### src/rtl/l2_tag_writer_pkg.sv
// Shared types and constants for the L2 tag/state array write path.
package l2_tag_writer_pkg;

  localparam int unsigned WAYS       = 8;
  localparam int unsigned WAY_BITS   = $clog2(WAYS);
  localparam int unsigned SET_BITS   = 9;
  localparam int unsigned TAG_BITS   = 15;
  localparam int unsigned STATE_BITS = 3;
  localparam int unsigned MASK_BITS  = 2;
  localparam int unsigned DEPTH      = 4;
  localparam int unsigned PTR_BITS   = $clog2(DEPTH);
  localparam int unsigned CNT_BITS   = $clog2(DEPTH + 1);

  localparam logic [MASK_BITS-1:0] L2_WR_MASK_TAG   = 2'b01;
  localparam logic [MASK_BITS-1:0] L2_WR_MASK_STATE = 2'b10;

  typedef struct packed {
    logic [SET_BITS-1:0]   set;
    logic [WAY_BITS-1:0]   way;
    logic [TAG_BITS-1:0]   tag;
    logic [STATE_BITS-1:0] state;
    logic [MASK_BITS-1:0]  mask;
  } l2_wr_req_t;

  // DEPTH is a power of two, so the increment wraps naturally.
  function automatic logic [PTR_BITS-1:0] ptr_inc(input logic [PTR_BITS-1:0] p);
    return p + PTR_BITS'(1);
  endfunction

endpackage

### src/rtl/l2_tag_writer_wr_fifo.sv
// Update FIFO for the L2 tag writer. Exposes every slot plus its valid bit so
// the top level can compare pending updates against the lookup set.
module l2_tag_writer_wr_fifo
  import l2_tag_writer_pkg::*;
(
  input  logic                     clk_i,
  input  logic                     rst_ni,
  input  logic                     push_i,
  input  l2_wr_req_t               push_req_i,
  input  logic                     pop_i,
  output logic                     full_o,
  output logic                     empty_o,
  output logic [CNT_BITS-1:0]      count_o,
  output l2_wr_req_t               head_o,
  output logic [PTR_BITS-1:0]      head_ptr_o,
  output l2_wr_req_t [DEPTH-1:0]   entries_o,
  output logic [DEPTH-1:0]         valid_o
);

  l2_wr_req_t [DEPTH-1:0] mem_q, mem_d;
  logic [DEPTH-1:0]       valid_q, valid_d;
  logic [PTR_BITS-1:0]    wr_ptr_q, wr_ptr_d;
  logic [PTR_BITS-1:0]    rd_ptr_q, rd_ptr_d;
  logic [CNT_BITS-1:0]    count_q, count_d;
  logic                   full_c;
  logic                   empty_c;
  logic                   push_ok_c;
  logic                   pop_ok_c;

  assign full_c    = (count_q == CNT_BITS'(DEPTH));
  assign empty_c   = (count_q == '0);
  assign push_ok_c = push_i & ~full_c;
  assign pop_ok_c  = pop_i & ~empty_c;

  // Next-state: slot write/clear, pointer advance and occupancy update.
  always_comb begin
    mem_d    = mem_q;
    valid_d  = valid_q;
    wr_ptr_d = wr_ptr_q;
    rd_ptr_d = rd_ptr_q;
    count_d  = count_q;
    if (push_ok_c) begin
      mem_d[wr_ptr_q]   = push_req_i;
      valid_d[wr_ptr_q] = 1'b1;
      wr_ptr_d          = ptr_inc(wr_ptr_q);
    end
    if (pop_ok_c) begin
      valid_d[rd_ptr_q] = 1'b0;
      rd_ptr_d          = ptr_inc(rd_ptr_q);
    end
    case ({push_ok_c, pop_ok_c})
      2'b10:   count_d = count_q + CNT_BITS'(1);
      2'b01:   count_d = count_q - CNT_BITS'(1);
      default: count_d = count_q;
    endcase
  end

  // FIFO state registers.
  always_ff @(posedge clk_i or negedge rst_ni) begin
    if (!rst_ni) begin
      mem_q    <= '0;
      valid_q  <= '0;
      wr_ptr_q <= '0;
      rd_ptr_q <= '0;
      count_q  <= '0;
    end else begin
      mem_q    <= mem_d;
      valid_q  <= valid_d;
      wr_ptr_q <= wr_ptr_d;
      rd_ptr_q <= rd_ptr_d;
      count_q  <= count_d;
    end
  end

  assign full_o     = full_c;
  assign empty_o    = empty_c;
  assign count_o    = count_q;
  assign head_o     = mem_q[rd_ptr_q];
  assign head_ptr_o = rd_ptr_q;
  assign entries_o  = mem_q;
  assign valid_o    = valid_q;

endmodule

### src/rtl/l2_tag_writer.sv
// L2 tag/state array write side: buffers updates from the L2 FSM and drains
// them to the array write port whenever the lookup is not using it. Flags
// pending same-set updates so a lookup never consumes stale tags.
// Optional feature macro: L2_WR_BYPASS_EN (per-field forwarding of the
// youngest pending tag/state for chk_set/chk_way).
module l2_tag_writer
  import l2_tag_writer_pkg::*;
(
  input  logic                   clk_i,
  input  logic                   rst_ni,
  input  logic                   upd_valid_i,
  output logic                   upd_ready_o,
  input  logic [SET_BITS-1:0]    upd_set_i,
  input  logic [WAY_BITS-1:0]    upd_way_i,
  input  logic [TAG_BITS-1:0]    upd_tag_i,
  input  logic [STATE_BITS-1:0]  upd_state_i,
  input  logic [MASK_BITS-1:0]   upd_mask_i,
  input  logic                   arr_busy_i,
  output logic                   wr_en_o,
  output logic [SET_BITS-1:0]    wr_set_o,
  output logic [WAY_BITS-1:0]    wr_way_o,
  output logic [TAG_BITS-1:0]    wr_tag_o,
  output logic [STATE_BITS-1:0]  wr_state_o,
  output logic [MASK_BITS-1:0]   wr_mask_o,
  input  logic [SET_BITS-1:0]    chk_set_i,
`ifdef L2_WR_BYPASS_EN
  input  logic [WAY_BITS-1:0]    chk_way_i,
  output logic                   fwd_tag_vld_o,
  output logic [TAG_BITS-1:0]    fwd_tag_o,
  output logic                   fwd_state_vld_o,
  output logic [STATE_BITS-1:0]  fwd_state_o,
`endif
  output logic                   chk_hazard_o,
  output logic [CNT_BITS-1:0]    pending_cnt_o,
  output logic                   drained_o
);

  l2_wr_req_t             push_req_c;
  l2_wr_req_t             head_c;
  l2_wr_req_t [DEPTH-1:0] entries_c;
  logic [DEPTH-1:0]       valid_c;
  logic [PTR_BITS-1:0]    head_ptr_c;
  logic [CNT_BITS-1:0]    count_c;
  logic                   full_c;
  logic                   empty_c;
  logic                   push_c;
  logic                   pop_c;

  l2_wr_req_t             wr_req_q, wr_req_d;
  logic                   wr_en_q, wr_en_d;

  assign push_req_c = '{set: upd_set_i, way: upd_way_i, tag: upd_tag_i,
                        state: upd_state_i, mask: upd_mask_i};

  // Mask-zero requests complete the handshake but carry nothing to write.
  assign push_c = upd_valid_i & ~full_c & (upd_mask_i != '0);
  assign pop_c  = ~empty_c & ~arr_busy_i;

  l2_tag_writer_wr_fifo u_fifo (
    .clk_i      (clk_i),
    .rst_ni     (rst_ni),
    .push_i     (push_c),
    .push_req_i (push_req_c),
    .pop_i      (pop_c),
    .full_o     (full_c),
    .empty_o    (empty_c),
    .count_o    (count_c),
    .head_o     (head_c),
    .head_ptr_o (head_ptr_c),
    .entries_o  (entries_c),
    .valid_o    (valid_c)
  );

  // Drain next-state: one write strobe per popped entry; fields hold otherwise.
  always_comb begin
    wr_en_d  = pop_c;
    wr_req_d = wr_req_q;
    if (pop_c) begin
      wr_req_d = head_c;
    end
  end

  // Drain register driving the array write port.
  always_ff @(posedge clk_i or negedge rst_ni) begin
    if (!rst_ni) begin
      wr_en_q  <= 1'b0;
      wr_req_q <= '0;
    end else begin
      wr_en_q  <= wr_en_d;
      wr_req_q <= wr_req_d;
    end
  end

  // Hazard: any queued entry or the live write targets the set being looked up.
  always_comb begin
    chk_hazard_o = wr_en_q & (wr_req_q.set == chk_set_i);
    for (int i = 0; i < int'(DEPTH); i++) begin
      if (valid_c[i] && (entries_c[i].set == chk_set_i)) begin
        chk_hazard_o = 1'b1;
      end
    end
  end

`ifdef L2_WR_BYPASS_EN
  logic [PTR_BITS-1:0] fwd_idx_c;

  // Forwarding: walk oldest (live write) to youngest entry, later matches win.
  always_comb begin
    fwd_tag_vld_o   = 1'b0;
    fwd_tag_o       = '0;
    fwd_state_vld_o = 1'b0;
    fwd_state_o     = '0;
    fwd_idx_c       = '0;
    if (wr_en_q && (wr_req_q.set == chk_set_i) && (wr_req_q.way == chk_way_i)) begin
      if ((wr_req_q.mask & L2_WR_MASK_TAG) != '0) begin
        fwd_tag_vld_o = 1'b1;
        fwd_tag_o     = wr_req_q.tag;
      end
      if ((wr_req_q.mask & L2_WR_MASK_STATE) != '0) begin
        fwd_state_vld_o = 1'b1;
        fwd_state_o     = wr_req_q.state;
      end
    end
    for (int k = 0; k < int'(DEPTH); k++) begin
      fwd_idx_c = head_ptr_c + PTR_BITS'(k);
      if (valid_c[fwd_idx_c] && (entries_c[fwd_idx_c].set == chk_set_i) &&
          (entries_c[fwd_idx_c].way == chk_way_i)) begin
        if ((entries_c[fwd_idx_c].mask & L2_WR_MASK_TAG) != '0) begin
          fwd_tag_vld_o = 1'b1;
          fwd_tag_o     = entries_c[fwd_idx_c].tag;
        end
        if ((entries_c[fwd_idx_c].mask & L2_WR_MASK_STATE) != '0) begin
          fwd_state_vld_o = 1'b1;
          fwd_state_o     = entries_c[fwd_idx_c].state;
        end
      end
    end
  end
`else
  // Without forwarding only the set field of queued entries is inspected.
  logic unused_fields;
  assign unused_fields = ^{head_ptr_c, entries_c};
`endif

  assign upd_ready_o   = ~full_c;
  assign wr_en_o       = wr_en_q;
  assign wr_set_o      = wr_req_q.set;
  assign wr_way_o      = wr_req_q.way;
  assign wr_tag_o      = wr_req_q.tag;
  assign wr_state_o    = wr_req_q.state;
  assign wr_mask_o     = wr_req_q.mask;
  assign pending_cnt_o = count_c;
  assign drained_o     = empty_c & ~wr_en_q;

endmodule
### config.mk
export PLATFORM = sky130hd
export DESIGN_NAME = l2_tag_writer
export DESIGN_NICKNAME = d
export VERILOG_FILES = /design/src/rtl/l2_tag_writer_pkg.sv /design/src/rtl/l2_tag_writer_wr_fifo.sv /design/src/rtl/l2_tag_writer.sv
export SDC_FILE = /design/constraint.sdc
export NUM_CORES = 1
export LEC_CHECK = 0
export CAP_MARGIN = 20
export CORE_ASPECT_RATIO = 1.5
export CORE_MARGIN = 10
export CORE_UTILIZATION = 54
export DETAILED_ROUTE_END_ITERATION = 6
export PLACE_DENSITY_LB_ADDON = 0.25
export SLEW_MARGIN = 10
export SYNTH_ARGS = -nofsm -noshare
export SYNTH_HDL_FRONTEND = slang
export SYNTH_HIERARCHICAL = 1
export SYNTH_SLANG_ARGS = --single-unit
export TNS_END_PERCENT = 30
### constraint.sdc
create_clock -name clk_i -period 3 [get_ports clk_i]
set_input_delay 0.6 -clock clk_i [delete_from_list [all_inputs] [get_ports clk_i]]
set_output_delay 0.6 -clock clk_i [all_outputs]
set_load 0.005 [all_outputs]
After elaboration in Yosys (flattened, before gate mapping)
Index checks and enable logic that the tools add are counted.
{"block": "totals", "in_bits": 45, "output_inout_bits": 39, "ff_bits": 172, "word_cells": 85}
{"block": "op_classes", "n_mux": 16, "n_eq_ne": 8, "reduce_logical": 9, "add_sub_neg": 4, "n_lt_le_gt_ge": 4, "bitwise": 14}
{"operator": "128-bit bitwise mux", "n": 1}
{"operator": "32-bit binary-select mux with 2-bit select", "n": 1}
{"operator": "32-bit demux with 2-bit select", "n": 1}
{"operator": "32-bit two-way mux", "n": 2}
{"operator": "9-bit == test", "n": 5}
{"operator": "4-bit two-way mux", "n": 2}
{"operator": "1-bit AND", "n": 7}
{"operator": "1-bit logical AND", "n": 6}
{"operator": "2-bit by 3-bit < comparator with 1-bit output, second input constant", "n": 2}
{"operator": "1-bit two-way mux", "n": 6}
{"operator": "3-bit case mux with 2 select lines", "n": 1}
{"operator": "2-bit by 1-bit adder with 2-bit output, second input constant", "n": 2}
{"operator": "4-bit AND", "n": 1}
{"operator": "1-bit demux with 2-bit select", "n": 2}
{"operator": "2-bit by 1-bit >= comparator with 1-bit output, second input constant", "n": 2}
{"operator": "1-bit inverter", "n": 4}
{"operator": "4-bit inverter", "n": 1}
{"operator": "4-bit OR", "n": 1}
{"operator": "2-bit nonzero test", "n": 2}
{"operator": "3-bit by 1-bit adder with 3-bit output, second input constant", "n": 1}
{"operator": "3-bit == test, second input constant", "n": 1}
{"operator": "3-bit logical NOT", "n": 1}
{"operator": "3-bit by 1-bit subtractor with 3-bit output, second input constant", "n": 1}
{"operator": "2-bit by 1-bit == test with 1-bit output, second input constant", "n": 1}
{"operator": "2-bit == test, second input constant", "n": 1}

Longest topological paths before layout
Gate-level depths: netlist of run 1.
{"block": "logic_depth", "depth_word": 8, "mapped_depth": 11, "mapped_depth_nobuf": 10}

Modules after synthesis
Netlist of run 1, hierarchy kept.
{"module": "l2_tag_writer_wr_fifo", "cells_each": 362, "n_inst": 1, "area_per_inst_um2": 6177.2, "seq_area_each_um2": 3478.3}
{"module": "l2_tag_writer", "cells_each": 143, "n_inst": 1, "area_per_inst_um2": 1818.0, "seq_area_each_um2": 825.8}

Worst setup path before layout of run 1
No wires, ideal clock.
{"block": "synth_path", "path_kind": "input to register", "from": "input port arr_busy_i", "to": "register u_fifo.count_q[2] (netlist: u_fifo/count_o[2])", "setup_ps": 79, "arrival_ps": 2361, "path_stages": 10, "setup_slack_ps": 560, "required_time_ps": 2921, "n_path_buf": 2, "path_cell_list": "nor2_2 buf_4 nor2b_1 clkbuf_1 ha_1 inv_1 fa_1 xor2_1 nor2_1 xor2_1"}
{"block": "synth_via", "elab_chain_cells": 5, "elab_cells_between_ends": 7, "classes_between": "eq/ne: 2; mux: 1; bitwise: 3; reduce/logical: 1"}
{"element": "start, declared", "line_no": "l2_tag_writer.sv:18", "rtl": "input logic arr_busy_i,"}
{"element": "1-bit inverter (*)", "line_no": "l2_tag_writer.sv:57", "rtl": "assign pop_c = ~empty_c & ~arr_busy_i;"}
{"element": "1-bit AND (*)", "line_no": "l2_tag_writer.sv:57"}
{"element": "via pop_c", "line_no": "l2_tag_writer.sv:47", "rtl": "logic pop_c;"}
{"element": "1-bit AND (*)", "line_no": "l2_tag_writer_wr_fifo.sv:33", "rtl": "assign pop_ok_c = pop_i & ~empty_c;"}
{"element": "2-bit by 1-bit == test with 1-bit output or 2-bit == test (tied branches)", "line_no": "l2_tag_writer_wr_fifo.sv:51", "rtl": "case ({push_ok_c, pop_ok_c})"}
{"element": "3-bit case mux with 2 select lines or 2-bit nonzero test (tied branches)"}
{"element": "end signal, assigned", "line_no": "l2_tag_writer_wr_fifo.sv:71", "rtl": "count_q <= count_d;"}
{"element": "end, declared", "line_no": "l2_tag_writer_wr_fifo.sv:24", "rtl": "logic [CNT_BITS-1:0] count_q, count_d;"}
Mark *: on every way through the listed nets, which the timed path passes. The rest lies on a longest branch.
A chain may end at the register's enable or synchronous reset.

Worst setup path in the final report of run 1
{"block": "layout_path", "from": "input port chk_set_i[3]", "to": "output port chk_hazard_o"}
{"block": "layout_via", "elab_chain_cells": 6, "elab_cells_between_ends": 14, "classes_between": "eq/ne: 5; mux: 4; bitwise: 1; reduce/logical: 4"}
{"element": "start, declared", "line_no": "l2_tag_writer.sv:25", "rtl": "input logic [SET_BITS-1:0] chk_set_i,"}
{"element": "9-bit == test (on tied branches)", "line_no": "l2_tag_writer.sv:96, l2_tag_writer.sv:98"}
{"element": "1-bit AND or 1-bit logical AND (tied branches)", "line_no": "l2_tag_writer.sv:96, l2_tag_writer.sv:98"}
{"element": "1-bit two-way mux (3 in series)", "line_no": "l2_tag_writer.sv:98", "rtl": "if (valid_c[i] && (entries_c[i].set == chk_set_i)) begin"}
{"element": "1-bit two-way mux (*)", "line_no": "l2_tag_writer.sv:98"}
{"element": "end, declared", "line_no": "l2_tag_writer.sv:33", "rtl": "output logic chk_hazard_o,"}
Every way passes the cells marked *; elsewhere a longest branch is shown, timed or not.

==> results of run 1 <==
power by group:
group	switching (mW)	internal, mW	total, mW	leakage [nW]
logic	1.36	2.66	4.02	1.67
registers	0.983	3.52	4.50	2.06
clock network	0.933	1.21	2.14	0.282
total	3.28	7.39	10.7	4.01
cells in the mapped netlist (all sizes together):
cell type	count	area share
ha	9	0.014
clkbuf	13	0.016
o211a	1	0.0013
mux4	32	0.090
xor2	34	0.038
xnor2	16	0.018
nor3b	1	0.0016
nor2b	2	0.0016
nor2	6	0.0044
buf	20	0.020
nor3	2	0.0013
a2bb2oi	4	0.0044
nand2	5	0.0023
nand4	6	0.0047
nand2b	1	0.00078
nor4	8	0.0070
mux2i	1	0.0013
mux2	162	0.23
dfrtp	172	0.54
inv	8	0.0038
fa	1	0.0025
a41oi	1	0.0011
area by class of cell:
| type | count | share of cell area |
|---|---|---|
| Clock buffer | 19 | 0.0472 |
| Clock inverter | 13 | 0.0130 |
| Inverter | 8 | 0.00313 |
| Multi-Input combinational cell | 292 | 0.355 |
| Sequential cell | 172 | 0.449 |
| Tap cell | 196 | 0.0255 |
| Timing Repair Buffer | 102 | 0.108 |
sequential cells by signal, summed over array words and instances, names as in the netlist:
signal             count
wr_mask_o              2
wr_state_o             3
wr_way_o               3
u_fifo/valid_o         4
u_fifo/entries_o     128
wr_tag_o              15
u_fifo/head_ptr_o      2
wr_en_o                1
u_fifo/wr_ptr_q        2
wr_set_o               9
u_fifo/count_o         3
how the worst min path moves through the flow:
| stage | endpoint | slack [ps] | cells past startpoint |
|---|---|---|---|
| floorplan | u_fifo/count_o[0] | 300 | 0 |
| global placement | u_fifo/entries_o[82] | 480 | 1 |
| detailed placement | u_fifo/entries_o[86] | 490 | 1 |
| CTS | wr_tag_o[2] | 160 | 1 |
| global route | wr_state_o[0] | 180 | 1 |
| finish | wr_state_o[0] | 150 | 1 |
worst max-delay path, stage by stage:
cell and delay [ps]:
dlygate4sd2_1 330, xor2_2 200, nor4_1 310, a41oi_1 160, nand4_1 110, clkdlybuf4s50_1 510
through the flow:
stage | cell area (um^2) | cells | hold slack [ps] | setup WS, ps
6_report | 9600 | 802 | 151 | 175
5_1_grt | 9600 | 802 | 175 | 51.3
4_1_cts | 9590 | 802 | 157 | 3.47
3_5_place_dp | 9020 | 770 | 490 | -105
3_3_place_gp | 9020 | 770 | 483 | -114
2_1_floorplan | 8000 | 505 | 304 | 560
metal layers:
layer,up-vias,wire length (um),GRT usage,share of wire
met1,2361,7200,0.209,0.42
met5,-,0,0,0
met3,16,418,0.0363,0.024
met2,63,9450,0.320,0.55
met4,0,187,0.0547,0.011
li1,1999,-,-,-
logic make-up (layout without fill, tap and decap cells):
logic type      after synthesis  in the layout  share of synthesized area
compound gates                6              6                    0.00673
mux                         195            195                      0.320
simple gates                 31             31                     0.0236
fa+ha+maj                    10             10                     0.0166
xor+xnor                     50             50                     0.0557
buf+inv                      41            142                     0.0394
flops                       172            172                      0.538
what timing repair did:
item / CTS / global route
setup endpoints to repair: 1 / 1
gates resized for setup: 7 / 3
hold endpoints to repair: 0 / 0
==> impl_results.md, run 1 <==
- Area Overhead vs Synth: 20.1%
- Max-slew violations: 0
- Drt via density: 5.53
- Post-DP HPWL: 11900 um
- CP Launch Type: input port
- ANT nets after route: 0
- FMAX: 354 MHz
- Yosys warning count: 6
- Synth Cell Area: 8000 um^2
- Worst vdd ir: 0.520 mV
- # DRC: 0
- Initial antenna violation count: 0
- CTS Buffer Depth: 2
- Register Area: 4310 um^2
- Avg Synthesized Cell Area: 15.8 um^2
- Largest net degree at the start of global routing: 56
- Routability cong.: 0.939
- Fin crit period: 2830 ps
- Setup crit start: chk_set_i[3]
- Nets: 648
- Routed vias: 4439
- Fillers: 1062
- # diodes: 0
- Final core occ: 0.661
- Tot Pwr: 10.7 mW
- Routed length per instance: 21.5 um
- Die area: 20200 um^2
- Reg clk slew, reported paths: 60 ps
- Fin Setup TNS: 0 ps
- Max-Cap Viols: 0
- Leakage power: 4.01 nW
- Crit path kind: in -> out
- Initial core utilization: 0.550
- Hold-fix buffers, CTS: 0
- RSZ-0062 raised after global routing: false
- R2R depth: 10
- Leading cell type in the layout, fill and taps excluded: dfrtp_1
- Tcrit/Tclk final: 0.942
- TritonCTS Buffers: 17
- Sequential cell area fraction in the yosys report: 0.538
- Gr usage total: 0.178
- TritonCTS Sinks: 172
- Tightest Pin Transition: 972 ps
- Root Buffer: clkbuf_16
- CP required: 2400 ps
- Outcome: completed
- Clk_skew: 11.1 ps
- Die Span Y: 169 um
- Cells after synthesis: 505
- Synth cell types: 29
- DR iter-0 viols: 258
- Max_slew headroom: 0.352
- Multi-input gate area: 3410 um^2
- H-tree Lvls: 4
- Port Buffers: 83
- Cell Rows: 54
- Hold Crit Class: in -> async
- CP max FO: 5
- Vias in the first global route: 5162
- Count of final hold-check violations: 0
- R2r endpoint: u_fifo/count_o[2]
- Core area: 14500 um^2
- CTS tree: built
- Grt ovf: 0
- Die width: 119 um
- Syn_nets: 560
- CP endpoint: chk_hazard_o
- Setup slack, reg-to-reg: 770 ps
- Final Setup Violations: 0
- Share of cells above drive strength 1: 0.424
- First-pass GRT wire length: 28300 um
- Final WL: 17300 um
- #FFs+latches synth: 172
- PD cells: 1110 nW/um^2
- Most frequent cells in the layout: dfrtp_1 (170), mux2_2 (162), clkdlybuf4s50_1 (73), xor2_1 (33), mux4_2 (32)
- Clk_lat worst skew: 420 ps
- Num ports: 84
- Reg-to-reg startpoint: u_fifo/count_o[0]
- Crit. End Element: primary output
- Arrival @ worst endpoint: 2230 ps
- DRT Pass-1 Iters: 5
- Postcts setup bufs: 0
No activity file was read; power rests on OpenSTA's default activity.
==> run 2: changes to the inputs <==
--- a/config.mk
+++ b/config.mk
@@ -9,6 +9,7 @@
 export CORE_ASPECT_RATIO = 1.5
 export CORE_MARGIN = 10
 export CORE_UTILIZATION = 54
+export CTS_BUF_LIST = sky130_fd_sc_hd__clkbuf_4 sky130_fd_sc_hd__clkbuf_8
 export DETAILED_ROUTE_END_ITERATION = 6
 export PLACE_DENSITY_LB_ADDON = 0.25
 export SLEW_MARGIN = 10
==> impl_results.md, run 2 (same netlist as run 1, synthesis figures left out) <==
- Final Instance Area: 9410 um^2 (-2.0%)
- Max-slew violations: 0 (unchanged)
- H-tree Lvls: 4 (unchanged)
- Final Setup Violations: 0 (unchanged)
- Die area: 20200 um^2 (unchanged)
- Die Span Y: 169 um (unchanged)
- Post-Place Cell Area: 9020 um^2 (unchanged)
- Outcome: completed
- Port Buffers: 83 (unchanged)
- CTS Buffer Depth: 2 (unchanged)
- Routed vias: 4464 (+0.56%)
- R2R depth: 10 (unchanged)
- Switching part of the total power: 0.317 (+0.00989)
- FMAX: 353 MHz (-0.34%)
- RSZ-0062 raised after global routing: false
- DR iter-0 viols: 178 (-31%)
- Die width: 119 um (unchanged)
- TritonCTS Buffers: 17 (unchanged)
- TritonCTS Sinks: 172 (unchanged)
- R2r endpoint: u_fifo/count_o[2]
- Max-Cap Viols: 0 (unchanged)
- Setup slack, reg-to-reg: 750 ps (-20 ps)
- Initial core utilization: 0.550 (unchanged)
- Arrival @ worst endpoint: 2230 ps (about the same)
- Reg clk slew, reported paths: 90 ps (+30 ps)
- Clk_skew: 17.8 ps (+6.73 ps)
- CP max FO: 5 (unchanged)
- Vias in the first global route: 5133 (-0.56%)
- Slowest CP cell: clkdlybuf4s50_1
- Clk_lat worst skew: 460 ps (+40 ps)
- Routed length per instance: 21.4 um (-0.58%)
- Reg-to-reg startpoint: u_fifo/count_o[0]
- Leading cell type in the layout, fill and taps excluded: dfrtp_1
- Internal: 6.89 mW (-6.7%)
- Routability cong.: 0.939 (unchanged)
- DRT Pass-1 Iters: 4 (-1)
- # DRC: 0 (unchanged)
- First-pass GRT wire length: 28000 um (-0.81%)
- Largest net degree at the start of global routing: 56 (unchanged)
- Postcts setup bufs: 0 (unchanged)
- Core area: 14500 um^2 (unchanged)
- Largest register FFs: 128 (unchanged)
- Grt ovf: 0 (unchanged)
- PD cells: 1070 nW/um^2 (-3.4%)
- Clock group share of total power: 0.157 (-0.044)
- Worst vdd ir: 0.499 mV (-4.0%)
- Area Overhead vs Synth: 17.7%
- CTS tree: built
- Fin Setup TNS: 0 ps (unchanged)
- Leakage power: 3.93 nW (-2.2%)
- Tightest Pin Transition: 952 ps (-20.4 ps)
- Hold Crit Class: in -> async
- Num ports: 84 (unchanged)
- Crit path cell chain: dlygate4sd2_1 -> xor2_2 -> nor4_1 -> a41oi_1 -> nand4_1 -> clkdlybuf4s50_1
- Crit path kind: in -> out
- Max_slew headroom: 0.365 (+0.0136)
- Final WL: 17200 um (-0.58%)
- Fin crit period: 2830 ps (+9.77 ps)
- Switch Pwr: 3.20 mW (-2.3%)
- Combinational fraction of design power: 0.397 (+0.020)
- Nets: 648 (unchanged)
- Share of cells above drive strength 1: 0.424 (unchanged)
- Initial antenna violation count: 0 (unchanged)
- Gr usage total: 0.177 (-0.00152)
- Max incr delay on CP: 510 ps (about the same)
- Cell Rows: 54 (unchanged)
- Drt via density: 5.57 (+0.56%)
- ANT nets after route: 0 (unchanged)
- Tcrit/Tclk final: 0.945 (+0.00326)
- CP Launch Type: input port
- Crit. End Element: primary output
- Post-DP HPWL: 11900 um (unchanged)
- CP required: 2400 ps (about the same)
- Hold Slack: 102 ps (-49.0 ps)
- # diodes: 0 (unchanged)
- Count of final hold-check violations: 0 (unchanged)
- Reg power frac: 0.446 (+0.024)
- Most frequent cells in the layout: dfrtp_1 (170), mux2_2 (162), clkdlybuf4s50_1 (73), xor2_1 (33), mux4_2 (32)
- Root Buffer: clkbuf_8
## run 2: worst max path at each step
stage                              to  cells past startpoint  slack, ps          from
floorplan           u_fifo/count_o[2]                     10        560    arr_busy_i
global placement         chk_hazard_o                      6       -110  chk_set_i[7]
detailed placement       chk_hazard_o                      6       -100  chk_set_i[7]
CTS                      chk_hazard_o                      6          3  chk_set_i[1]
global route             chk_hazard_o                      6         50  chk_set_i[7]
finish                   chk_hazard_o                      6        170  chk_set_i[3]
## run 2: power groups by stage
stage	clock network, mW	logic (mW)	registers (mW)
6_report	1.58	4.01	4.50
5_1_grt	1.73	4.35	4.66
4_1_cts	1.63	4.09	4.52
3_5_place_dp	0	4.08	4.56
3_3_place_gp	0	3.95	4.46
2_1_floorplan	0	2.99	4.11
## run 2: per-stage QoR
stage	utilization	setup WS (ps)	power, mW	std cells
after floorplan	-	560	7.10	505
final	0.648	165	10.1	802
after global placement	0.621	-114	8.41	770
after detailed placement	0.621	-105	8.65	770
after global routing	0.648	51.3	10.7	802
after CTS	0.647	3.47	10.2	802
## run 2: layout make-up
type,instances,area (um^2)
Fill cell,1083,5120
Sequential cell,172,4310
Multi-Input combinational cell,292,3410
Timing Repair Buffer,102,1030
Clock buffer,19,262
Tap cell,196,245
Clock inverter,13,125
Inverter,8,30.0
## run 2: per-layer routing
| layer | vias to the layer above | wire [um] | global-route usage | part of all wire |
|---|---|---|---|---|
| met2 | 80 | 9400 | 0.318 | 0.55 |
| met1 | 2367 | 7050 | 0.207 | 0.41 |
| met4 | 0 | 224 | 0.0563 | 0.013 |
| li1 | 2003 | - | - | - |
| met3 | 14 | 485 | 0.0343 | 0.028 |
| met5 | - | 0 | 0 | 0 |
## run 2: timing repair
action                                  CTS  global route
endpoints found under the setup margin    1             1
hold buffers                              0             0
gates resized for setup                   7             3
## run 2: worst max-delay path, delay by kind of cell
family | cells | cell delay (ps)
buffers and inverters | 2 | 840
AND/OR/NAND/NOR | 2 | 430
XOR/XNOR | 1 | 200
AO/OA/AOI/OAI | 1 | 160
==> run 3: changes to the inputs <==
--- a/config.mk
+++ b/config.mk
@@ -7,7 +7,6 @@
 export LEC_CHECK = 0
 export CAP_MARGIN = 20
 export CORE_ASPECT_RATIO = 1.5
-export CORE_MARGIN = 10
 export CORE_UTILIZATION = 54
 export CTS_BUF_LIST = sky130_fd_sc_hd__clkbuf_4 sky130_fd_sc_hd__clkbuf_8
 export DETAILED_ROUTE_END_ITERATION = 6
==> impl_results.md, run 3 (same netlist as run 1, synthesis figures left out) <==
- Register Area: 4310 um^2 (unchanged)
- Drt via density: 5.59 (+0.52%)
- Crit. End Element: primary output
- CP required: 2400 ps (about the same)
- Tightest Pin Transition: 604 ps (-348 ps)
- CTS Buffer Depth: 2 (unchanged)
- Max-slew violations: 0 (unchanged)
- Die area: 15300 um^2 (-24%)
- Clk_skew: 13.2 ps (-4.69 ps)
- Root Buffer: clkbuf_8
- Max_slew headroom: 0.597 (+0.232)
- FMAX: 354 MHz (+0.33%)
- Gr usage total: 0.236 (+0.0593)
- Max-Cap Viols: 0 (unchanged)
- Initial antenna violation count: 0 (unchanged)
- # diodes: 0 (unchanged)
- Grt ovf: 0 (unchanged)
- Most frequent cells in the layout: dfrtp_1 (170), mux2_2 (162), clkdlybuf4s50_1 (73), xor2_1 (33), mux4_2 (32)
- Hold Slack: 109 ps (+6.53 ps)
- TritonCTS Sinks: 172 (unchanged)
- Crit path kind: in -> out
- Leakage power: 3.88 nW (-1.1%)
- Routed vias: 4487 (+0.52%)
- Place WS: -91.6 ps (+13.0 ps)
- Hold Crit Class: in -> async
- DR iter-0 viols: 153 (-14%)
- # DRC: 0 (unchanged)
- Setup slack, reg-to-reg: 710 ps (-40 ps)
- Outcome: completed
- DRT Pass-1 Iters: 4 (unchanged)
- R2r endpoint: u_fifo/count_o[2]
- Port Buffers: 83 (unchanged)
- Num ports: 84 (unchanged)
- DP Cell Count: 770 (unchanged)
- Non-Filler Instances: 802 (unchanged)
- Count of final hold-check violations: 0 (unchanged)
- Reg-to-reg startpoint: u_fifo/count_o[0]
- Arrival @ worst endpoint: 2230 ps (about the same)
- PD cells: 1070 nW/um^2 (-0.63%)
- Final WL: 16200 um (-5.6%)
- Routed length per instance: 20.2 um (-5.6%)
- Tot Pwr: 9.97 mW (-1.2%)
- Die Span Y: 151 um (-11%)
- Largest register FFs: 128 (unchanged)
- Final Setup Violations: 0 (unchanged)
- CTS tree: built
- H-tree Lvls: 4 (unchanged)
- Post-DP HPWL: 11200 um (-5.7%)
- CP Launch Type: input port
- Clk_lat worst skew: 460 ps (about the same)
- Final WS setup: 174 ps (+9.38 ps)
- Routability cong.: 0.913 (-2.8%)
- R2R depth: 10 (unchanged)
- Die width: 101 um (-15%)
- First-pass GRT wire length: 26600 um (-5.0%)
- Fin crit period: 2830 ps (-9.38 ps)
- Largest net degree at the start of global routing: 66 (+18%)
- Core area: 14500 um^2 (unchanged)
- Cell Rows: 54 (unchanged)
- Multi-input gate area: 3400 um^2 (-0.18%)
- Area Overhead vs Synth: 17.0%
- Vias in the first global route: 5091 (-0.82%)
- Reg clk slew, reported paths: 80 ps (about the same)
- RSZ-0062 raised after global routing: false
- Share of cells above drive strength 1: 0.422 (-0.00165)
- CP max FO: 4 (-1)
- Initial core utilization: 0.550 (unchanged)
- Nets: 648 (unchanged)
- Worst vdd ir: 0.520 mV (+4.1%)
- Leading cell type in the layout, fill and taps excluded: dfrtp_1
- Fillers: 1092 (+0.83%)
- Tcrit/Tclk final: 0.942 (-0.00313)
- TritonCTS Buffers: 17 (unchanged)
- ANT nets after route: 0 (unchanged)
[run 3: cell count changes in the layout (fill, tap and decap cells not counted), sizes merged]
cell,previous run,this run
bufinv,1,0
clkbuf,19,18
clkinv,3,5
clkinvlp,2,5
dlygate4sd2,7,9
dlymetal6s2s,2,0
inv,15,12
[run 3: final cells by class]
type / count / share of cell area
Clock buffer: 18 / 0.0265
Inverter: 8 / 0.00321
Timing Repair Buffer: 102 / 0.108
Clock inverter: 14 / 0.0120
Multi-Input combinational cell: 292 / 0.363
Sequential cell: 172 / 0.460
Tap cell: 196 / 0.0262
[run 3: how the worst max path moves through the flow]
stage,start,endpoint,slack (ps),cells after the start
after CTS,chk_set_i[6],chk_hazard_o,160,6
final,chk_set_i[3],chk_hazard_o,170,7
after global placement,chk_set_i[7],chk_hazard_o,-110,6
after floorplan,arr_busy_i,u_fifo/count_o[2],560,10
after detailed placement,chk_set_i[6],chk_hazard_o,-90,6
after global routing,chk_set_i[7],chk_hazard_o,100,6
[run 3: layer usage]
metal	GRT usage	routed length, um	up-vias
met4	0.0957	447	0
met3	0.0540	468	28
met5	0	0	-
met2	0.405	8630	83
li1	-	-	1992
met1	0.286	6650	2384
[run 3: critical path, cell delays in order]
cell and delay, ps:
dlygate4sd2_1 320, buf_4 180, xor2_1 160, nor4_1 240, nand4_1 140, nand4_1 90, clkdlybuf4s50_1 500
[run 3: per-stage QoR]
step	TNS (ps)	util	area (um^2)
floorplan	0	-	8000
global placement	-106	0.620	9010
detailed placement	-91.6	0.620	9010
CTS	0	0.644	9360
global route	0	0.644	9360
finish	0	0.644	9360
[run 3: what timing repair did]
action | in CTS | in global routing
hold buffers | 0 | 0
endpoints found under the setup margin | 1 | 0
setup buffers | 0 | 0
resized for setup | 9 | 0
[run 3: power by group]
part	switching (mW)	internal (mW)
clock	0.857	0.606
sequential	0.922	3.52
combinational	1.41	2.66
